<file path="src/rtl/compute_pkg.sv">
// rtl/compute_pkg.sv - shared types for the compute dispatcher
package compute_pkg;

    localparam int ADDR_WIDTH = 13;

    typedef struct packed {
        logic [ADDR_WIDTH-1:0] addr_a;
        logic [ADDR_WIDTH-1:0] addr_b;
        logic [ADDR_WIDTH-1:0] addr_out;
        logic [31:0]           len;
    } cmd_t;

    typedef enum logic [1:0] {
        IDLE,
        ISSUE,
        WAIT_DONE
    } disp_state_t;

endpackage

</file>
<file path="src/rtl/cmd_fifo.sv">
// rtl/cmd_fifo.sv - synchronous command FIFO with wrap-bit pointers
module cmd_fifo
    import compute_pkg::*;
#(
    parameter int DEPTH = 4
) (
    input  logic                     clk,
    input  logic                     rst,
    input  logic                     push,
    input  cmd_t                     push_data,
    input  logic                     pop,
    output cmd_t                     head,
    output logic                     full,
    output logic                     empty,
    output logic [$clog2(DEPTH):0]   level
);

    localparam int PW = $clog2(DEPTH);

    cmd_t           mem [DEPTH];
    logic [PW:0]    wr_ptr;
    logic [PW:0]    rd_ptr;

    always_ff @(posedge clk) begin
        if (rst) begin
            wr_ptr <= '0;
            rd_ptr <= '0;
        end else begin
            if (push) wr_ptr <= wr_ptr + 1'b1;
            if (pop)  rd_ptr <= rd_ptr + 1'b1;
        end
    end

    // Storage is not reset; the pointers alone define which entries are live.
    always_ff @(posedge clk) begin
        if (push) mem[wr_ptr[PW-1:0]] <= push_data;
    end

    assign head  = mem[rd_ptr[PW-1:0]];
    assign level = wr_ptr - rd_ptr;
    assign empty = (wr_ptr == rd_ptr);
    assign full  = (level == (PW+1)'(DEPTH));

endmodule

</file>
<file path="src/rtl/compute_dispatch.sv">
// rtl/compute_dispatch.sv - queues vector-add commands and issues them to the engine
module compute_dispatch
    import compute_pkg::*;
#(
    parameter int ADDR_WIDTH = compute_pkg::ADDR_WIDTH,
    parameter int DEPTH      = 4
) (
    input  logic                     clk,
    input  logic                     rst,
    input  logic                     cmd_valid,
    output logic                     cmd_ready,
    input  logic [ADDR_WIDTH-1:0]    cmd_addr_a,
    input  logic [ADDR_WIDTH-1:0]    cmd_addr_b,
    input  logic [ADDR_WIDTH-1:0]    cmd_addr_out,
    input  logic [31:0]              cmd_len,
    output logic                     start,
    output logic [ADDR_WIDTH-1:0]    addr_a,
    output logic [ADDR_WIDTH-1:0]    addr_b,
    output logic [ADDR_WIDTH-1:0]    addr_out,
    output logic [31:0]              len,
    input  logic                     done,
    output logic                     cmp_valid,
    output logic                     cmp_err,
    output logic [15:0]              done_count,
    output logic [15:0]              err_count,
    output logic [$clog2(DEPTH):0]   fifo_level,
    output logic                     busy
);

    localparam logic [32:0] LIMIT = 33'(1) << ADDR_WIDTH;

    disp_state_t state, state_next;
    cmd_t        head;
    logic        full, empty, push, pop, head_ok, load;
    logic        start_next, cmp_valid_next, cmp_err_next, done_inc, err_inc;

    assign push      = cmd_valid && !full;
    assign cmd_ready = !full;
    assign busy      = (state != IDLE) || !empty;

    cmd_fifo #(.DEPTH(DEPTH)) u_fifo (
        .clk       (clk),
        .rst       (rst),
        .push      (push),
        .push_data ({cmd_addr_a, cmd_addr_b, cmd_addr_out, cmd_len}),
        .pop       (pop),
        .head      (head),
        .full      (full),
        .empty     (empty),
        .level     (fifo_level)
    );

    // Zero length or any window running past the top of BRAM is unsafe for the engine.
    always_comb begin
        head_ok = (head.len != 32'd0)
               && (33'(head.addr_a)   + 33'(head.len) <= LIMIT)
               && (33'(head.addr_b)   + 33'(head.len) <= LIMIT)
               && (33'(head.addr_out) + 33'(head.len) <= LIMIT);
    end

    always_comb begin
        state_next     = state;
        pop            = 1'b0;
        load           = 1'b0;
        start_next     = 1'b0;
        cmp_valid_next = 1'b0;
        cmp_err_next   = 1'b0;
        done_inc       = 1'b0;
        err_inc        = 1'b0;
        case (state)
            IDLE: begin
                if (!empty) begin
                    pop = 1'b1;
                    if (head_ok) begin
                        load       = 1'b1;
                        state_next = ISSUE;
                    end else begin
                        cmp_valid_next = 1'b1;
                        cmp_err_next   = 1'b1;
                        err_inc        = 1'b1;
                    end
                end
            end
            ISSUE: begin
                start_next = 1'b1;
                state_next = WAIT_DONE;
            end
            WAIT_DONE: begin
                if (done) begin
                    cmp_valid_next = 1'b1;
                    done_inc       = 1'b1;
                    state_next     = IDLE;
                end
            end
            default: state_next = IDLE;
        endcase
    end

    always_ff @(posedge clk) begin
        if (rst) begin
            state      <= IDLE;
            start      <= 1'b0;
            cmp_valid  <= 1'b0;
            cmp_err    <= 1'b0;
            addr_a     <= '0;
            addr_b     <= '0;
            addr_out   <= '0;
            len        <= '0;
            done_count <= '0;
            err_count  <= '0;
        end else begin
            state     <= state_next;
            start     <= start_next;
            cmp_valid <= cmp_valid_next;
            cmp_err   <= cmp_err_next;
            if (load) begin
                addr_a   <= head.addr_a;
                addr_b   <= head.addr_b;
                addr_out <= head.addr_out;
                len      <= head.len;
            end
            if (done_inc) done_count <= done_count + 16'd1;
            if (err_inc)  err_count  <= err_count + 16'd1;
        end
    end

endmodule
</file>
<file path="config.mk">
export PLATFORM = sky130hd
export DESIGN_NAME = compute_dispatch
export DESIGN_NICKNAME = d
export VERILOG_FILES = /design/src/rtl/compute_pkg.sv /design/src/rtl/cmd_fifo.sv /design/src/rtl/compute_dispatch.sv
export SDC_FILE = /design/constraint.sdc
export NUM_CORES = 1
export LEC_CHECK = 0
export ABC_CLOCK_PERIOD_IN_PS = 8300
export CORE_MARGIN = 3
export CORE_UTILIZATION = 57
export DETAILED_ROUTE_END_ITERATION = 16
export GPL_ROUTABILITY_DRIVEN = 1
export PLACE_DENSITY = 0.82
export SYNTH_ARGS = -nofsm -noshare
export SYNTH_HDL_FRONTEND = slang
export SYNTH_SLANG_ARGS = --single-unit
</file>
<file path="constraint.sdc">
create_clock -name clk -period 8.3 [get_ports clk]
set_input_delay 1.66 -clock clk [delete_from_list [all_inputs] [get_ports clk]]
set_output_delay 1.66 -clock clk [all_outputs]
set_load 0.1 [all_outputs]
</file>
# == Yosys cells after proc, flatten, opt, wreduce, memory -nomap -nowiden ==
# Memory sizes are Yosys's and may differ from the RTL's. A register that Yosys moved wholly into a read port is not among the register bits.
# Index checks and enable logic that the tools add are counted.
# Widths: inputs -> output; s select.
# word_totals
elab_cells,62
memories,1
mem_bits_rw,284
regBits,114
# memory_table
memory,depth,width,read_ports,rd_ports_with_merged_regs,wr,line_no,rtl
u_fifo.mem,4,71,1,1,1,cmd_fifo.sv:20,cmd_t mem [DEPTH];
# classes
n_addsub,8
magnitude_cmp,3
reduce_logical,11
n_eq_ne,7
muxes,20
# ops
cell,count
$add 13x32->33,3
$le 33x14->1 const B,3
$add 16x1->16 const B,2
$reduce_bool 32->1,1
$mux 1,13
$mux 2,5
$add 3x1->3 const B,2
$ne 2x2->1 const B,3
$pmux 2 s3,1
$logic_and 1x1->1,4
$eq 3x3->1,1
$eq 3x3->1 const B,1
$reduce_and 3->1,1
$sub 3x3->3,1
$eq 2x1->1 const B,1
$eq 2x2->1 const B,1
$logic_not 1->1,2
$logic_not 2->1,1
$pmux 1 s2,1
$reduce_bool 2->1,1
$logic_or 1x1->1,1

# == Logic depth before layout (Yosys ltp) ==
# Gate-level depths: netlist (run 1).
# depth
depth_word,8
depth_mapped,24
mapped_depth_nobuf,15

# == Hierarchy ==
# Synthesis (run 1) repeated with hierarchy kept, for this count alone.
# unflattened
hier_cells,1310
hier_area_um2,18113.6
# by_module_without_submodules
mod,n_inst,cells_per_inst,area_each_um2,seq_area_each_um2
cmd_fifo,1,418,10787.8,8688.3
compute_dispatch,1,892,7325.8,2162.1

# == Worst setup path after synthesis (run 1) ==
# Ideal clock, no wire load.
# synth_timing
path_type,flip-flop to flip-flop
start,register (tool-made name)
end,register err_count[13]
n_path_buf,9
synth_period_minus_slack_ns,6.506
path_slack_ns,1.794
arrival_time_ns,6.383
stages_incl_launch_ff,23
path_cell_list,dfxtp_1 > buf_6 > buf_6 > buf_2 > buf_1 > buf_1 > mux4_2 > ha_1 > clkbuf_1 > a21oi_1 > or3_1 > a31oi_1 > a211oi_1 > clkbuf_1 > nor3_1 > xor2_1 > or3_1 > or4_4 > or4_4 > buf_6 > buf_6 > nand4b_1 > mux2_1
# synth_lines
item,line_no,rtl
end signal: assignment,compute_dispatch.sv:123,if (err_inc) err_count <= err_count + 16'd1;
end: declaration,compute_dispatch.sv:25,"output logic [15:0] err_count,"

==> flow_metrics.py, run 1 <==
metrics = {
    "route": {
        "firstDrtPassIters": 6,
        "ant_nets": 0,
        "drc": 0,
        "drt-initial-drc-count": 1409,
        "vias": 13000,
        "wl_per_cell_um": 24.16,
        "post_drt_via_cell_ratio": 6.512,
        "wl_um": 48220,
    },
    "synthesis": {
        "synth.area.top_cells": "edfxtp_1 47%, dfxtp_1 13%, mux4_2 8.8%, ha_1 3.3%, a21oi_1 2.8%",
        "ys.flop_type": "edfxtp_1",
        "yosysWarnings": 0,
        "synth.distinct_cells": 80,
        "synth_nets": 1522,
        "synth_area_leader_cell": "edfxtp_1",
        "synth_top_area_share_pct": 46.74,
        "synth_common_cells": "284 x edfxtp_1, 116 x dfxtp_1, 102 x a21oi_1, 92 x nand3_1, 83 x o21ai_0",
        "syn_inst": 1395,
        "yosysMostFrequentCell": "edfxtp_1",
        "async_flop_share_pct": 0,
        "syn_avg_cell_area_sq_um": 13.08,
        "ys_seq_area_share_pct": 59.47,
        "syn_area_sq_mm": 0.01824,
        "synth_edf_count": 284,
        "synth_seq_cells": 400,
    },
    "final_layout": {
        "multiInputGateArea_sq_mm": 0.006948,
        "drive_above_1_share_pct": 11.44,
        "antennaDiodeCount": 0,
        "area_growth_pct": 19.39,
        "final_design_area_no_fill_sq_mm": 0.02178,
        "ff_latch_area_sq_mm": 0.01086,
        "fin_nets": 1695,
        "fillers": 2094,
    },
    "power": {
        "leakage_uw": 0.007219,
        "p_per_area_mw_per_mm2": 420.1,
        "ir_drop_mv": 0.3269,
    },
    "min_path": {
        "worstHoldPathType": "register to register",
        "holdPathStages": 1,
    },
    "placed_design": {
        "place_congestion": 1.052,
        "place_area_sq_mm": 0.02041,
        "hpwl_um": 32440,
        "portBuffers": 185,
    },
    "global_routing": {
        "grt_overflow": 0,
        "grt_pass1_vias": 12990,
        "antenna_found_initial": 0,
        "grt_pass1_wl_um": 74040,
        "grt_start_max_net_pins": 94,
        "grt_usage_pct": 28.05,
    },
    "sta": {
        "finalClockSkew_ps": 27.05,
        "rsz0062_at_grt": "false",
        "final_hold_viol_count": 0,
        "worstMarginPinSlew_ps": 1109,
        "fmax_mhz": 155.4,
        "setup_violations": 0,
        "timing.final.crit_share_pct": 77.52,
        "finalSetupTns_ps": 0,
        "maxSlewViolCount": 0,
        "fin_crit_ps": 6434,
        "max_slew_margin_pct": 26.07,
    },
    "clock_tree": {
        "numCtsBuffers": 40,
        "clk_transition_reported_paths_ps": 60,
        "clock_path_buffers": 3,
        "clk_latency_ps": 550,
        "cts_setup_buffers": 0,
        "cts_tree": "yes",
        "holdBufCountCts": 0,
        "htreeDepth": 2,
        "post_cts_resized": 0,
        "cts_sinks": 400,
        "root_buffer": "clkbuf_16",
    },
    "setup_path": {
        "path_class": "register to register",
        "rr_worst_depth": 15,
        "cp_max_fo": 60,
        "endpoint": "len[27]",
        "end_kind": "register",
        "arrival_ps": 6790,
        "startpoint_type": "register",
        "reg2reg_to": "len[27]",
        "worstPathRequired_ps": 8660,
        "rrSetupSlack_ps": 1870,
    },
    "floorplanning": {
        "initial_core_util_pct": 58.72,
        "die_w_um": 184.9,
        "core-area_sq_mm": 0.03107,
        "fp.dieH_um": 184.9,
        "die_area_sq_mm": 0.03419,
        "io_pins": 186,
        "placementRows": 64,
    },
    "job": {
        "cap_violations": 0,
    },
    "outcome": {
        "status": "finished clean",
    },
}
-- cell families (layout without fill, tap and decap cells) --
group | Yosys count | after routing | share of synthesized area, %
adder cells (fa/ha/maj) | 52 | 52 | 3.731
AND/OR/NAND/NOR | 399 | 399 | 11.91
flip-flops | 400 | 400 | 59.47
buffers and inverters | 99 | 304 | 2.565
XOR/XNOR | 50 | 50 | 2.400
AO/OA/AOI/OAI | 308 | 308 | 10.20
multiplexers | 87 | 87 | 9.717
-- critical path, cell delays in order (launching register included) --
cell,delay [ps]
dfxtp_4,750
buf_12,300
mux4_2,590
ha_1,240
fa_1,420
a21oi_1,260
o211a_1,200
nor2_1,110
a41oi_1,290
xor2_1,200
o211ai_1,110
o41ai_1,730
or4b_2,700
or4_4,750
nor2_4,440
nor3b_1,100
-- report_power, final --
| group | total (uW) | leakage [uW] | internal (uW) | switching, uW |
|---|---|---|---|---|
| Sequential | 2560 | 0.00354 | 2450 | 110 |
| Combinational | 4750 | 0.00302 | 1630 | 3120 |
| Clock | 1840 | 0.000656 | 1090 | 750 |
| Total | 9150 | 0.00722 | 5170 | 3980 |
-- sequential cells by signal, summed over array words and instances, names as in the netlist, 2 cells and up, named ones only --
signal         flops
u_fifo.mem       284
len               32
done_count        16
err_count         16
addr_a            13
addr_b            13
addr_out          13
u_fifo.rd_ptr      3
u_fifo.wr_ptr      3
state              2
-- layout by cell type, fill, tap and decap left out, drive strengths merged, types with 29 or more instances in the layout --
cell type / instances
a21oi: 102
clkbuf: 54
clkdlybuf4s50: 184
dfxtp: 116
edfxtp: 284
ha: 48
mux4: 71
nand2: 55
nand3: 93
nor2: 72
o21ai: 95
xor2: 29
-- worst min path at each step --
stage,start,endpoint,slack [ps]
6_report,len[21],len[21],470
2_1_floorplan,state[0],cmp_valid,480
4_1_cts,len[21],len[21],470
5_1_grt,len[29],len[29],490
3_3_place_gp,len[5],len[5],460
3_5_place_dp,len[17],len[17],470
-- final cells by class --
type	count	area share [%]
Sequential cell	400	49.84
Inverter	26	0.4480
Clock inverter	20	1.109
Timing Repair Buffer	204	9.260
Clock buffer	54	5.175
Multi-Input combinational cell	896	31.90
Tap cell	396	2.275
-- through the flow --
stage	hold slack, ps	total power (uW)	util [%]	setup WS, ps	cells
2_1_floorplan	475.3	5906	-	1794	1395
6_report	471.1	9151	70.11	1866	1996
4_1_cts	474.5	9073	70.11	1932	1996
3_3_place_gp	460.9	7191	65.70	2119	1922
5_1_grt	487.4	9632	70.11	1524	1996
3_5_place_dp	465.9	7212	65.70	2043	1922
-- per-layer routing --
metal / share of wire, % / GRT usage [%]
met5: 0 / 0
met4: 3.9 / 10.92
met3: 8.9 / 5.577
met2: 47 / 45.02
met1: 40 / 38.27
Power figures use the tool's default switching activity.
==> run 2, diff against run 1 <==
--- a/config.mk
+++ b/config.mk
@@ -5,7 +5,7 @@
 export SDC_FILE = /design/constraint.sdc
 export NUM_CORES = 1
 export LEC_CHECK = 0
-export ABC_CLOCK_PERIOD_IN_PS = 8300
+export ABC_CLOCK_PERIOD_IN_PS = 6700
 export CORE_MARGIN = 3
 export CORE_UTILIZATION = 57
 export DETAILED_ROUTE_END_ITERATION = 16
==> constraint.sdc (replaced) <==
create_clock -name clk -period 6.7 [get_ports clk]
set_input_delay 1.34 -clock clk [delete_from_list [all_inputs] [get_ports clk]]
set_output_delay 1.34 -clock clk [all_outputs]
set_load 0.1 [all_outputs]
==> run 2 against run 1 <==
Wire length is 2.0% higher. Sequential power is 23% higher. Non-clock buffer count is 12 higher. Combinational power is 26% higher. Clock skew is 2.8 ps lower. Register-to-register slack worse by 1200 ps. Count of clock-buffer cells in the layout is 1 lower.
==> flow_metrics.py, run 2 (same netlist as run 1, synthesis figures left out) <==
metrics = {
    "outcome": {
        "status": "finished clean",
    },
    "sta": {
        "timing.final.crit_share_pct": 89.34,
        "rsz0062_at_grt": "false",
        "maxSlewViolCount": 0,
        "max_slew_margin_pct": 16.28,
        "finalSetupTns_ps": 0,
        "worstMarginPinSlew_ps": 1256,
        "fmax_mhz": 167.1,
        "finalClockSkew_ps": 24.24,
        "fin_crit_ps": 5986,
        "final_hold_viol_count": 0,
        "setup_violations": 0,
    },
    "min_path": {
        "worstHoldPathType": "register to register",
        "hold_end": "addr_a[6]",
        "holdPathStages": 2,
        "worstHoldStart": "addr_a[6]",
    },
    "floorplanning": {
        "die_area_sq_mm": 0.03419,
        "core-area_sq_mm": 0.03107,
        "fp.dieH_um": 184.9,
        "die_w_um": 184.9,
        "io_pins": 186,
        "initial_core_util_pct": 58.72,
        "placementRows": 64,
    },
    "setup_path": {
        "arrival_ps": 6360,
        "end_kind": "register",
        "startpoint_type": "register",
        "reg2reg_to": "addr_out[6]",
        "worstPathRequired_ps": 7070,
        "path_class": "register to register",
        "path_buf_inv": 2,
        "crit_chain": "buf_12, mux4_2, ha_1, fa_1, a21oi_1, o211a_1, nor2_1, a311oi_1, o221ai_1, o31ai_1, o211ai_1, or4b_2, or4_4, buf_12, o21ai_0, a21oi_1",
        "rr_worst_depth": 16,
        "rrSetupSlack_ps": 710,
        "cp_top_family": "compound AO/OA/AOI/OAI gates",
        "cp_slowest_cell": "a311oi_1",
        "max_stage_delay_ps": 820,
        "cp_max_fo": 27,
    },
    "power": {
        "leakage_uw": 0.007271,
        "p_per_area_mw_per_mm2": 518.7,
        "ir_drop_mv": 0.4984,
    },
    "global_routing": {
        "grt_usage_pct": 28.71,
        "antenna_found_initial": 0,
        "grt_pass1_wl_um": 75730,
        "grt_pass1_vias": 13180,
        "grt_start_max_net_pins": 118,
        "grt_overflow": 0,
    },
    "clock_tree": {
        "numCtsBuffers": 41,
        "clk_latency_ps": 550,
        "cts_tree": "yes",
        "cts_sinks": 400,
        "post_cts_resized": 0,
        "root_buffer": "clkbuf_16",
        "clk_transition_reported_paths_ps": 60,
        "htreeDepth": 2,
        "clock_path_buffers": 3,
        "cts_setup_buffers": 0,
        "holdBufCountCts": 0,
    },
    "final_layout": {
        "final_common_cell": "edfxtp_1",
        "fin_nets": 1708,
        "area_growth_pct": 19.75,
        "final_design_area_no_fill_sq_mm": 0.02185,
        "antennaDiodeCount": 0,
        "fillers": 2095,
        "largest_reg_flops": 284,
        "drive_above_1_share_pct": 12.16,
        "final_cell_mix": "284 x edfxtp_1, 184 x clkdlybuf4s50_1, 114 x dfxtp_1",
        "fin_cells": 2008,
    },
    "route": {
        "firstDrtPassIters": 5,
        "drt-initial-drc-count": 1312,
        "wl_um": 49200,
        "post_drt_via_cell_ratio": 6.540,
        "wl_per_cell_um": 24.50,
        "drc": 0,
        "vias": 13130,
        "ant_nets": 0,
    },
    "placed_design": {
        "portBuffers": 185,
        "dp_cells": 1934,
        "hpwl_um": 33690,
        "place_area_sq_mm": 0.02055,
        "place_congestion": 0.9901,
    },
    "job": {
        "cap_violations": 0,
    },
}
[run 2: changes by cell type in the layout (fill, tap and decap cells not counted)]
cell	before	now
buf_4	18	26
clkbuf_2	0	1
bufinv_16	4	2
buf_12	2	6
clkbuf_1	10	9
clkbuf_16	43	42
inv_4	1	0
inv_6	1	3
clkinv_8	1	0
clkinv_2	2	5
[run 2: routing by layer]
metal	track usage, %	share of wire [%]	vias up
li1	-	-	5823
met1	39.50	41	6492
met2	47.33	48	692
met3	4.851	8.4	126
met4	9.154	2.9	0
met5	0	0	-
[run 2: report_power, final]
group          internal (uW)  total [uW]  switching, uW
Clock                   1250        2180            932
Combinational           2050        5990           3940
Sequential              3030        3160            126
[run 2: layout make-up]
type	instances	area [sq um]	share of cell area, %
Timing Repair Buffer	216	2157	9.873
Clock buffer	53	1104	5.051
Sequential cell	400	10860	49.68
Inverter	26	97.59	0.4467
Clock inverter	21	191.4	0.8762
Tap cell	396	495.5	2.268
Multi-Input combinational cell	896	6948	31.80
[run 2: stage by stage]
stage / util [%] / worst slack [ps] / total power [uW] / hold slack, ps
global placement: 66.15 / 851.9 / 8989 / 460.8
floorplan: - / 193.8 / 7316 / 475.3
CTS: 70.32 / 777.8 / 11250 / 472.2
global route: 70.32 / 254.8 / 11920 / 484.7
finish: 70.32 / 714.3 / 11330 / 469.8
detailed placement: 66.15 / 796.4 / 9031 / 464.6
[run 2: worst reg2reg max path, delay by kind of cell, from the launching register on]
| family | cells | cell delay (ps) |
|---|---|---|
| multiplexers | 1 | 620 |
| AO/OA/AOI/OAI | 8 | 2080 |
| flip-flops | 1 | 550 |
| AND/OR/NAND/NOR | 3 | 1420 |
| adder cells (fa/ha/maj) | 2 | 640 |
| buffers and inverters | 2 | 520 |
[run 2: worst max-delay path by stage]
stage	end	slack, ps	cells past startpoint
6_report	addr_out[6]	710	16
3_5_place_dp	len[13]	800	16
5_1_grt	addr_out[6]	250	15
3_3_place_gp	addr_b[1]	850	15
4_1_cts	len[13]	780	16
2_1_floorplan	err_count[13]	190	22
==> run 3, diff against run 2 <==
--- a/config.mk
+++ b/config.mk
@@ -7,10 +7,11 @@
 export LEC_CHECK = 0
 export ABC_CLOCK_PERIOD_IN_PS = 6700
 export CORE_MARGIN = 3
-export CORE_UTILIZATION = 57
+export CORE_UTILIZATION = 40
 export DETAILED_ROUTE_END_ITERATION = 16
 export GPL_ROUTABILITY_DRIVEN = 1
-export PLACE_DENSITY = 0.82
+export PLACE_DENSITY = 0.62
 export SYNTH_ARGS = -nofsm -noshare
 export SYNTH_HDL_FRONTEND = slang
+export SYNTH_HIERARCHICAL = 1
 export SYNTH_SLANG_ARGS = --single-unit
==> run 3 against run 2 <==
Cell area about the same. Fmax increased by 7.4%. Largest power group unchanged. Utilization decreased by 21 points. Wire length decreased by 5.6%. Critical endpoint is now len[26]. Highest routed layer unchanged. Clock power increased by 8%. Non-clock buffer count decreased by 7.
==> flow_metrics.py, run 3 <==
metrics = {
    "floorplanning": {
        "die_w_um": 218.8,
        "core-area_sq_mm": 0.04451,
        "placementRows": 77,
        "io_pins": 186,
        "initial_core_util_pct": 40.70,
        "fp.dieH_um": 218.8,
        "die_area_sq_mm": 0.04787,
    },
    "outcome": {
        "status": "finished clean",
    },
    "synthesis": {
        "synth.area.top_cells": "edfxtp_1 47%, dfxtp_1 13%, mux4_2 8.7%, mux2i_1 3.6%, ha_1 3.3%",
        "yosysWarnings": 6,
        "synth.distinct_cells": 85,
        "syn_area_sq_mm": 0.01811,
        "yosysMostFrequentCell": "edfxtp_1",
        "async_flop_share_pct": 0,
        "synth_nets": 1437,
        "synth_seq_cells": 400,
        "syn_avg_cell_area_sq_um": 13.83,
        "ys_seq_area_share_pct": 59.90,
        "synth_common_cells": "284 x edfxtp_1, 118 x nor2_1, 116 x dfxtp_1, 70 x mux4_2, 67 x a21oi_1",
        "synth_area_leader_cell": "edfxtp_1",
        "synth_top_area_share_pct": 47.08,
        "ys.flop_type": "edfxtp_1",
        "syn_inst": 1310,
        "synth_edf_count": 284,
    },
    "sta": {
        "rsz0062_at_grt": "false",
        "worstMarginPinSlew_ps": 1056,
        "fin_crit_ps": 5574,
        "finalSetupTns_ps": 0,
        "maxSlewViolCount": 0,
        "final_hold_viol_count": 0,
        "max_slew_margin_pct": 29.03,
        "fin_hold_ws_ps": 456.1,
        "fmax_mhz": 179.4,
        "setup_violations": 0,
        "finalClockSkew_ps": 27.43,
        "timing.final.crit_share_pct": 83.19,
    },
    "clock_tree": {
        "htreeDepth": 2,
        "clk_latency_ps": 570,
        "root_buffer": "clkbuf_16",
        "post_cts_resized": 0,
        "cts_tree": "yes",
        "clock_path_buffers": 3,
        "holdBufCountCts": 0,
        "cts_setup_buffers": 0,
        "numCtsBuffers": 43,
        "cts_sinks": 400,
        "clk_transition_reported_paths_ps": 60,
    },
    "global_routing": {
        "grt_overflow": 0,
        "grt_usage_pct": 19.28,
        "grt_start_max_net_pins": 53,
        "grt_pass1_vias": 11750,
        "antenna_found_initial": 0,
        "grt_pass1_wl_um": 70770,
    },
    "placed_design": {
        "place_area_sq_mm": 0.02043,
        "place_congestion": 0.9189,
        "hpwl_um": 31820,
        "portBuffers": 185,
    },
    "setup_path": {
        "startpoint_type": "register",
        "path_class": "register to register",
        "cp_max_fo": 40,
        "arrival_ps": 6010,
        "worstPathRequired_ps": 7140,
        "rr_worst_depth": 16,
        "end_kind": "register",
    },
    "final_layout": {
        "fin_nets": 1627,
        "final_common_cell": "edfxtp_1",
        "antennaDiodeCount": 0,
        "final_cell_mix": "284 x edfxtp_1, 184 x clkdlybuf4s50_1, 118 x nor2_1",
        "largest_reg_flops": 284,
        "area_growth_pct": 20.60,
        "final_util_pct": 49.08,
        "final_design_area_no_fill_sq_mm": 0.02184,
        "drive_above_1_share_pct": 12.18,
    },
    "route": {
        "wl_per_cell_um": 21.84,
        "firstDrtPassIters": 5,
        "ant_nets": 0,
        "post_drt_via_cell_ratio": 5.531,
        "vias": 11760,
        "drc": 0,
        "drt-initial-drc-count": 1046,
        "wl_um": 46460,
    },
    "job": {
        "cap_violations": 0,
    },
    "power": {
        "leakage_uw": 0.007255,
        "ir_drop_mv": 0.3253,
        "p_per_area_mw_per_mm2": 457.4,
        "power_uw": 9993,
    },
    "min_path": {
        "holdPathStages": 1,
        "worstHoldPathType": "register to register",
    },
}
[run 3: cell types whose count changed in the layout (fill, tap and decap cells not counted), sizes merged, moves of 10 or more]
cell | before | now
and2 | 7 | 31
nor2 | 72 | 119
a21oi | 102 | 67
nand3 | 93 | 29
xor2 | 29 | 15
nor3 | 28 | 16
nor3b | 23 | 0
mux2i | 5 | 65
clkbuf | 53 | 63
o21ai | 95 | 34
nor2b | 16 | 6
[run 3: cell families after synthesis]
family,after synthesis,share of synthesized area (%)
AO/OA/AOI/OAI,220,8.103
XOR/XNOR,40,1.934
flip-flops,400,59.90
adder cells (fa/ha/maj),52,3.758
AND/OR/NAND/NOR,364,10.38
buffers and inverters,95,3.295
multiplexers,139,12.63
[run 3: stage by stage]
step	setup slack, ps	instances
after floorplan	2138	1310
after global placement	1180	2047
after detailed placement	1067	2047
after CTS	1041	2127
after global routing	594.2	2127
final	1126	2127
[run 3: path summary, 6_finish.rpt]
check	start	end	slack [ps]
worst min-delay path	len[22]	len[22]	460
worst max register to register	register	len[26]	1130
worst max-delay path	register	len[26]	1130
worst min register to register	len[22]	len[22]	460
[run 3: layer usage]
metal,up-vias,part of all wire (%),GRT usage [%],routed length [um]
li1,5474,-,-,-
met1,5846,44,26.47,20490
met2,373,48,31.75,22200
met3,71,5.5,2.977,2575
met4,0,2.6,5.962,1189
met5,-,0,0,0
[run 3: power breakdown]
part / leakage [uW] / internal (uW) / switching, uW / total [uW]
clock: 0.000695 / 1400 / 951 / 2350
combinational: 0.00302 / 1630 / 2840 / 4470
sequential: 0.00354 / 3040 / 134 / 3180
[run 3: critical path, stage by stage (launching register included)]
cell and delay, ps:
dfxtp_2 800, buf_4 390, mux4_2 370, ha_1 220, fa_1 440, a21o_1 180, a221o_1 360, nand3_1 270
a21oi_1 150, a2111oi_0 430, o2111ai_1 220, nor4_1 410, nand3_2 240, nor3_4 230, buf_12 290, nor2_2 180
and2_1 230
[run 3: area by class of cell]
cell class / instances / area [sq um]
fillers: 3902 / 22670
repair buffers: 209 / 2042
clock buffers: 63 / 1232
clock inverters: 17 / 178.9
multi-input cells: 815 / 6679
well taps: 592 / 740.7
inverters: 31 / 116.4
flip-flops and latches: 400 / 10860
